==> src/rtl/sap_boot_loader.sv <==
// Program loader / run sequencer for the SAP core: streams an image into RAM, pulses CPU reset,
// then supervises the run with an HLT watchdog. Define SAP_BOOT_ZERO_FILL_EN to zero the unused RAM tail.
module sap_boot_loader #(
    parameter int DATA_W      = 8,
    parameter int ADDR_W      = 4,
    parameter int DEPTH       = 16,
    parameter int RST_CYCLES  = 2,
    parameter int RUN_TIMEOUT = 256,
    parameter int CNT_W       = 16
) (
    input  logic              clk,
    input  logic              reset,
    input  logic              start,
    input  logic              in_valid,
    output logic              in_ready,
    input  logic [DATA_W-1:0] in_data,
    input  logic              in_last,
    output logic              prog_mode,
    output logic              prog_we,
    output logic [ADDR_W-1:0] prog_addr,
    output logic [DATA_W-1:0] prog_data,
    output logic              cpu_reset,
    input  logic              cpu_halted,
    output logic              busy,
    output logic              done,
    output logic              timeout,
    output logic              truncated,
    output logic [CNT_W-1:0]  run_cycles
);
    localparam int AW1  = ADDR_W + 1;
    localparam int RC_W = (RST_CYCLES > 1) ? $clog2(RST_CYCLES) : 1;
    localparam logic [AW1-1:0]   LAST_A   = AW1'(DEPTH - 1);
    localparam logic [RC_W-1:0]  RST_LAST = RC_W'(RST_CYCLES - 1);
    localparam logic [CNT_W-1:0] RUN_LAST = CNT_W'(RUN_TIMEOUT - 1);
`ifdef SAP_BOOT_ZERO_FILL_EN
    localparam logic [AW1-1:0]   END_A    = AW1'(DEPTH);

    typedef enum logic [2:0] {S_IDLE, S_LOAD, S_FILL, S_RST, S_RUN, S_DONE, S_ERR} state_t;
`else
    typedef enum logic [2:0] {S_IDLE, S_LOAD, S_RST, S_RUN, S_DONE, S_ERR} state_t;
`endif

    state_t            state_q;
    logic [AW1-1:0]    addr_q;      // one bit wider than the RAM address so DEPTH is representable
    logic [RC_W-1:0]   rst_cnt_q;
    logic              in_ready_q;
    logic              prog_mode_q;
    logic              prog_we_q;
    logic [ADDR_W-1:0] prog_addr_q;
    logic [DATA_W-1:0] prog_data_q;
    logic              cpu_reset_q;
    logic              busy_q;
    logic              done_q;
    logic              timeout_q;
    logic              truncated_q;
    logic [CNT_W-1:0]  run_cycles_q;
    logic [CNT_W-1:0]  run_cycles_d;

    always_comb begin
        run_cycles_d = run_cycles_q + CNT_W'(1);
    end

    always_ff @(posedge clk) begin
        if (!reset) begin
            state_q      <= S_IDLE;
            addr_q       <= '0;
            rst_cnt_q    <= '0;
            in_ready_q   <= 1'b0;
            prog_mode_q  <= 1'b0;
            prog_we_q    <= 1'b0;
            prog_addr_q  <= '0;
            prog_data_q  <= '0;
            cpu_reset_q  <= 1'b0;
            busy_q       <= 1'b0;
            done_q       <= 1'b0;
            timeout_q    <= 1'b0;
            truncated_q  <= 1'b0;
            run_cycles_q <= '0;
        end else begin
            case (state_q)
                S_IDLE, S_DONE, S_ERR: begin
                    if (start) begin
                        state_q      <= S_LOAD;
                        addr_q       <= '0;
                        in_ready_q   <= 1'b1;
                        prog_mode_q  <= 1'b0;
                        busy_q       <= 1'b1;
                        done_q       <= 1'b0;
                        timeout_q    <= 1'b0;
                        truncated_q  <= 1'b0;
                        run_cycles_q <= '0;
                    end
                end
                S_LOAD: begin
                    if (in_ready_q) begin
                        prog_we_q <= 1'b0;
                        if (in_valid) begin
                            prog_we_q   <= 1'b1;
                            prog_addr_q <= addr_q[ADDR_W-1:0];
                            prog_data_q <= in_data;
                            addr_q      <= addr_q + AW1'(1);
                            if (in_last || addr_q == LAST_A) begin
                                in_ready_q  <= 1'b0;
                                truncated_q <= ~in_last;
                            end
                        end
                    end else begin
                        // Drain cycle: the final word's write is on the bus, so reset/fill starts after it.
                        prog_we_q <= 1'b0;
                        rst_cnt_q <= '0;
`ifdef SAP_BOOT_ZERO_FILL_EN
                        if (addr_q != END_A) begin
                            state_q <= S_FILL;
                        end else begin
                            state_q     <= S_RST;
                            cpu_reset_q <= 1'b1;
                        end
`else
                        state_q     <= S_RST;
                        cpu_reset_q <= 1'b1;
`endif
                    end
                end
`ifdef SAP_BOOT_ZERO_FILL_EN
                S_FILL: begin
                    if (addr_q == END_A) begin
                        prog_we_q   <= 1'b0;
                        state_q     <= S_RST;
                        cpu_reset_q <= 1'b1;
                    end else begin
                        prog_we_q   <= 1'b1;
                        prog_addr_q <= addr_q[ADDR_W-1:0];
                        prog_data_q <= '0;
                        addr_q      <= addr_q + AW1'(1);
                    end
                end
`endif
                S_RST: begin
                    if (rst_cnt_q == RST_LAST) begin
                        state_q     <= S_RUN;
                        cpu_reset_q <= 1'b0;
                        prog_mode_q <= 1'b1;
                    end else begin
                        rst_cnt_q <= rst_cnt_q + RC_W'(1);
                    end
                end
                S_RUN: begin
                    run_cycles_q <= run_cycles_d;
                    // A halt seen on the watchdog cycle still counts as a clean finish.
                    if (cpu_halted) begin
                        state_q <= S_DONE;
                        done_q  <= 1'b1;
                        busy_q  <= 1'b0;
                    end else if (run_cycles_d == RUN_LAST) begin
                        state_q     <= S_ERR;
                        timeout_q   <= 1'b1;
                        prog_mode_q <= 1'b0;
                        busy_q      <= 1'b0;
                    end
                end
                default: state_q <= S_IDLE;
            endcase
        end
    end

    assign in_ready   = in_ready_q;
    assign prog_mode  = prog_mode_q;
    assign prog_we    = prog_we_q;
    assign prog_addr  = prog_addr_q;
    assign prog_data  = prog_data_q;
    assign cpu_reset  = cpu_reset_q;
    assign busy       = busy_q;
    assign done       = done_q;
    assign timeout    = timeout_q;
    assign truncated  = truncated_q;
    assign run_cycles = run_cycles_q;

endmodule
==> config.mk <==
export PLATFORM = sky130hd
export DESIGN_NAME = sap_boot_loader
export DESIGN_NICKNAME = d
export VERILOG_FILES = /design/src/rtl/sap_boot_loader.sv
export SDC_FILE = /design/constraint.sdc
export NUM_CORES = 1
export LEC_CHECK = 0
export CAP_MARGIN = 20
export CORE_UTILIZATION = 62
export DETAILED_ROUTE_END_ITERATION = 8
export DONT_BUFFER_PORTS = 1
export GPL_ROUTABILITY_DRIVEN = 0
export HOLD_SLACK_MARGIN = 0.02
export PLACE_DENSITY = 0.78
export SLEW_MARGIN = 20
export SYNTH_ARGS = -nofsm -noshare
export SYNTH_HDL_FRONTEND = slang
export SYNTH_SLANG_ARGS = --single-unit
==> constraint.sdc <==
create_clock -name clk -period 2.7 [get_ports clk]
set_input_delay 0.81 -clock clk [delete_from_list [all_inputs] [get_ports clk]]
set_output_delay 0.81 -clock clk [all_outputs]
set_load 0.05 [all_outputs]
==> qor.csv, run 1 <==
stage,metric,value,unit
run_status,status,"finished, final reports clean",
sta,fin_skew,0.00563,ns
placed_design,dpl.hpwl,3650,um
logic_synthesis,yosysSeqAreaShare,39.4,%
sta,slew_headroom,54.7,%
clocking,cts_setup_buffers,0,
setup_path,cp_data_required_time,2.94,ns
detailed_routing,drtPass1Iterations,4,
clocking,cts_tree,done,
setup_path,crit_start,run_cycles[1]$_SDFFE_PN0P_,
logic_synthesis,synth_top_cell_area_share,39.4,%
final_layout,drive_gt1_share,13.0,%
clocking,root_buffer,clkbuf_8,
placed_design,port_buffers,0,
setup_path,end_kind,flop,
hold_path,hold_path.class,flop to flop,
clocking,clk_latency,0.31,ns
grt,grt_pass1_vias,1909,
sta,setup_viol,0,
grt,antenna_found_initial,0,
clocking,clock-sinks,45,
placed_design,dpl.cell_count,346,
die,dieArea,0.00393,mm2
logic_synthesis,yosysWarnings,0,
sta,setup-tns-final,0,ns
power_and_ir_drop,ir_drop,0.000713,V
power_and_ir_drop,power_density,716,mW/mm2
clocking,numCtsBuffers,5,
sta,hold_viol_final,0,
setup_path,crit_type,flop to flop,
grt,grt_pass1_wl,8510,um
die,ios,50,
detailed_routing,drt-initial-drc-count,142,
final_layout,nFillCells,272,
logic_synthesis,synth_edf_count,0,
clocking,path_clk_slew,0.09,ns
setup_path,path_max_fanout,7,
grt,grt_max_degree,27,
sta,worst_pin_slew,0.679,ns
sta,min_period_over_period,93.3,%
clocking,htreeDepth,2,
detailed_routing,wire_per_inst,14.6,um
sta,rsz0062_at_grt,no,
logic_synthesis,post_synth.cell_area_avg,7.72,um2
die,die_h,62.7,um
clocking,clk_path_buf_depth,2,
job,maxCapViolations,0,
grt,grtUsageTotal,27.4,%
power_and_ir_drop,p_leak,0.958,nW
die,start_util,66.4,%
logic_synthesis,syn_nets,314,
detailed_routing,ant_nets,0,
logic_synthesis,synth_seq_cells,45,
logic_synthesis,netlist_instances,296,
logic_synthesis,synthDistinctLibCells,43,
die,row_count,21,
final_layout,instances_no_fill,354,
die,coreArea,0.00344,mm2
detailed_routing,routed_wirelength,5160,um
setup_path,critPathLaunchType,flop,
setup_path,r2r-start,run_cycles[1]$_SDFFE_PN0P_,
logic_synthesis,ys.flop_type,dfxtp_1,
detailed_routing,routed_via_density,6.02,
detailed_routing,num_vias,2132,
final_layout,syn_to_final_growth,11.7,%
clocking,cts_hold_buf,0,
grt,grt-ovfl-total,0,
logic_synthesis,synth_area_leaders,"dfxtp_1 39%, nand2_1 8.1%, a21oi_1 7.0%",
clocking,post_cts_resized,0,
sta,clock.fmax,397,MHz
logic_synthesis,synth_area_leader_cell,dfxtp_1,
power_and_ir_drop,total_power,1.83,mW
sta,min_period,2.52,ns
sta,drv_slew,0,
setup_path,arrival,2.76,ns
final_layout,nNetsFinal,325,
die,die_x,62.7,um
final_layout,num_antenna_cells,0,
detailed_routing,drc_errors,0,
hold_path,min_from,addr_q[3]$_SDFFE_PN0P_,
logic_synthesis,synth-async-reset-ratio,0,%
logic_synthesis,syn_area,0.00228,mm2
metrics by stage:
stage / worst slack, ns / util (%) / area (um2) / hold slack [ns]
after floorplan: 0.0611 / - / 2290 / 0.452
after global placement: 0.359 / 70.7 / 2430 / 0.470
after detailed placement: 0.269 / 70.7 / 2430 / 0.475
after CTS: 0.219 / 74.1 / 2550 / 0.493
after global routing: 0.0832 / 74.1 / 2550 / 0.510
final: 0.182 / 74.1 / 2550 / 0.489
critical path: stages (launching register included):
cell     delay [ns]
dfxtp_1        0.44
nand4_2        0.25
nor4_2         0.54
xor2_1         0.15
or3_1          0.40
or4_1          0.50
a21oi_1        0.17
cell usage after synthesis, types with 4 or more instances:
master     n
or3_1      4
a21oi_1   32
nor2b_1    8
nor3_1    10
xor2_1     5
o21ai_0   15
and3_1     6
nand3_1    8
a21boi_0   7
nor2_1    36
nand2_1   49
ha_1       4
xnor2_1    4
inv_1      6
dfxtp_1   45
clkbuf_1  15
cell usage in the layout, fill, tap and decap left out, types with 2 or more instances in the layout:
cell type / instances
xor2_1: 5
nor2_1: 36
o31ai_1: 2
nor4_1: 3
and2_1: 2
mux2i_1: 2
or2_2: 2
ha_1: 4
nand3_1: 8
or3_1: 4
o211ai_1: 3
buf_4: 20
nand4_1: 3
a311oi_1: 2
a21boi_0: 7
and3_1: 6
nand4_2: 2
nand2_1: 49
xnor2_1: 4
o21ai_0: 15
o221a_2: 2
a21oi_1: 32
or4_1: 2
dfxtp_1: 44
o211a_1: 2
inv_1: 6
nor2b_1: 8
nor3_1: 10
clkbuf_8: 5
where the power goes:
group / internal [mW] / leakage (nW) / switching, mW
clock network: 0.284 / 0.0603 / 0.250
logic: 0.148 / 0.533 / 0.280
registers: 0.712 / 0.364 / 0.154
total: 1.14 / 0.958 / 0.683
layer usage:
| metal | track usage [%] | vias to the layer above | share of wire [%] |
|---|---|---|---|
| met2 | 46.7 | 81 | 49 |
| met1 | 31.9 | 986 | 42 |
| li1 | - | 1056 | - |
| met3 | 5.66 | 9 | 6.8 |
| met5 | 0 | - | 0 |
| met4 | 14.5 | 0 | 2.0 |
registers in the layout (all words and copies together) (netlist names):
signal / count
addr_q: 5
busy: 1
cpu_reset: 1
done: 1
in_ready: 1
prog_addr: 4
prog_data: 8
prog_mode: 1
prog_we: 1
rst_cnt_q: 1
run_cycles: 16
state_q: 3
timeout: 1
truncated: 1
final cells by class:
type | count | area (um2) | area share [%]
timing repair buffer | 20 | 150 | 5.89
inverter | 7 | 26.3 | 1.03
tap | 46 | 57.6 | 2.26
multi-input combinational | 228 | 1300 | 50.8
sequential | 45 | 902 | 35.4
clock buffer | 5 | 68.8 | 2.70
clock inverter | 3 | 50.0 | 1.96
path summary, 6_finish.rpt:
check | slack, ns | end | cells past startpoint
worst min-delay path | 0.49 | prog_addr[3]$_SDFFE_PN0P_ | 2
worst max-delay path | 0.18 | timeout$_SDFFE_PN0P_ | 6
worst max register to register | 0.18 | timeout$_SDFFE_PN0P_ | 6
worst min register to register | 0.49 | prog_addr[3]$_SDFFE_PN0P_ | 2
kinds of logic (layout without fill, tap and decap cells):
group	after synthesis	in the layout	synth area share, %
AOI/OAI and AO/OA	72	72	19.6
xor gates and xnor gates	9	9	3.45
and+or+nand+nor	141	141	30.6
DFF	45	45	39.4
muxes	2	2	0.876
buffers and inverters	23	35	3.83
adders and majority gates	4	4	2.19
(Power assumes the default switching activity.)
==> run 2, diff against run 1 <==
--- a/config.mk
+++ b/config.mk
@@ -6,4 +6,5 @@
 export NUM_CORES = 1
 export LEC_CHECK = 0
+export ABC_AREA = 0
 export CAP_MARGIN = 20
 export CORE_UTILIZATION = 62
@@ -13,5 +14,4 @@
 export HOLD_SLACK_MARGIN = 0.02
 export PLACE_DENSITY = 0.78
-export SLEW_MARGIN = 20
 export SYNTH_ARGS = -nofsm -noshare
 export SYNTH_HDL_FRONTEND = slang
==> constraint.sdc (replaced) <==
create_clock -name clk -period 2.7 [get_ports clk]
set_input_delay 0.405 -clock clk [delete_from_list [all_inputs] [get_ports clk]]
set_output_delay 0.405 -clock clk [all_outputs]
set_load 0.05 [all_outputs]
==> results of run 2 <==
Same layout as run 1 (identical final DEF). Status: finished, final reports clean.
Main changes from that run: hold slack 0.489 ns -> 0.222 ns; end point of the worst hold path prog_addr[3]$_SDFFE_PN0P_ -> run_cycles[5]$_SDFFE_PN0P_
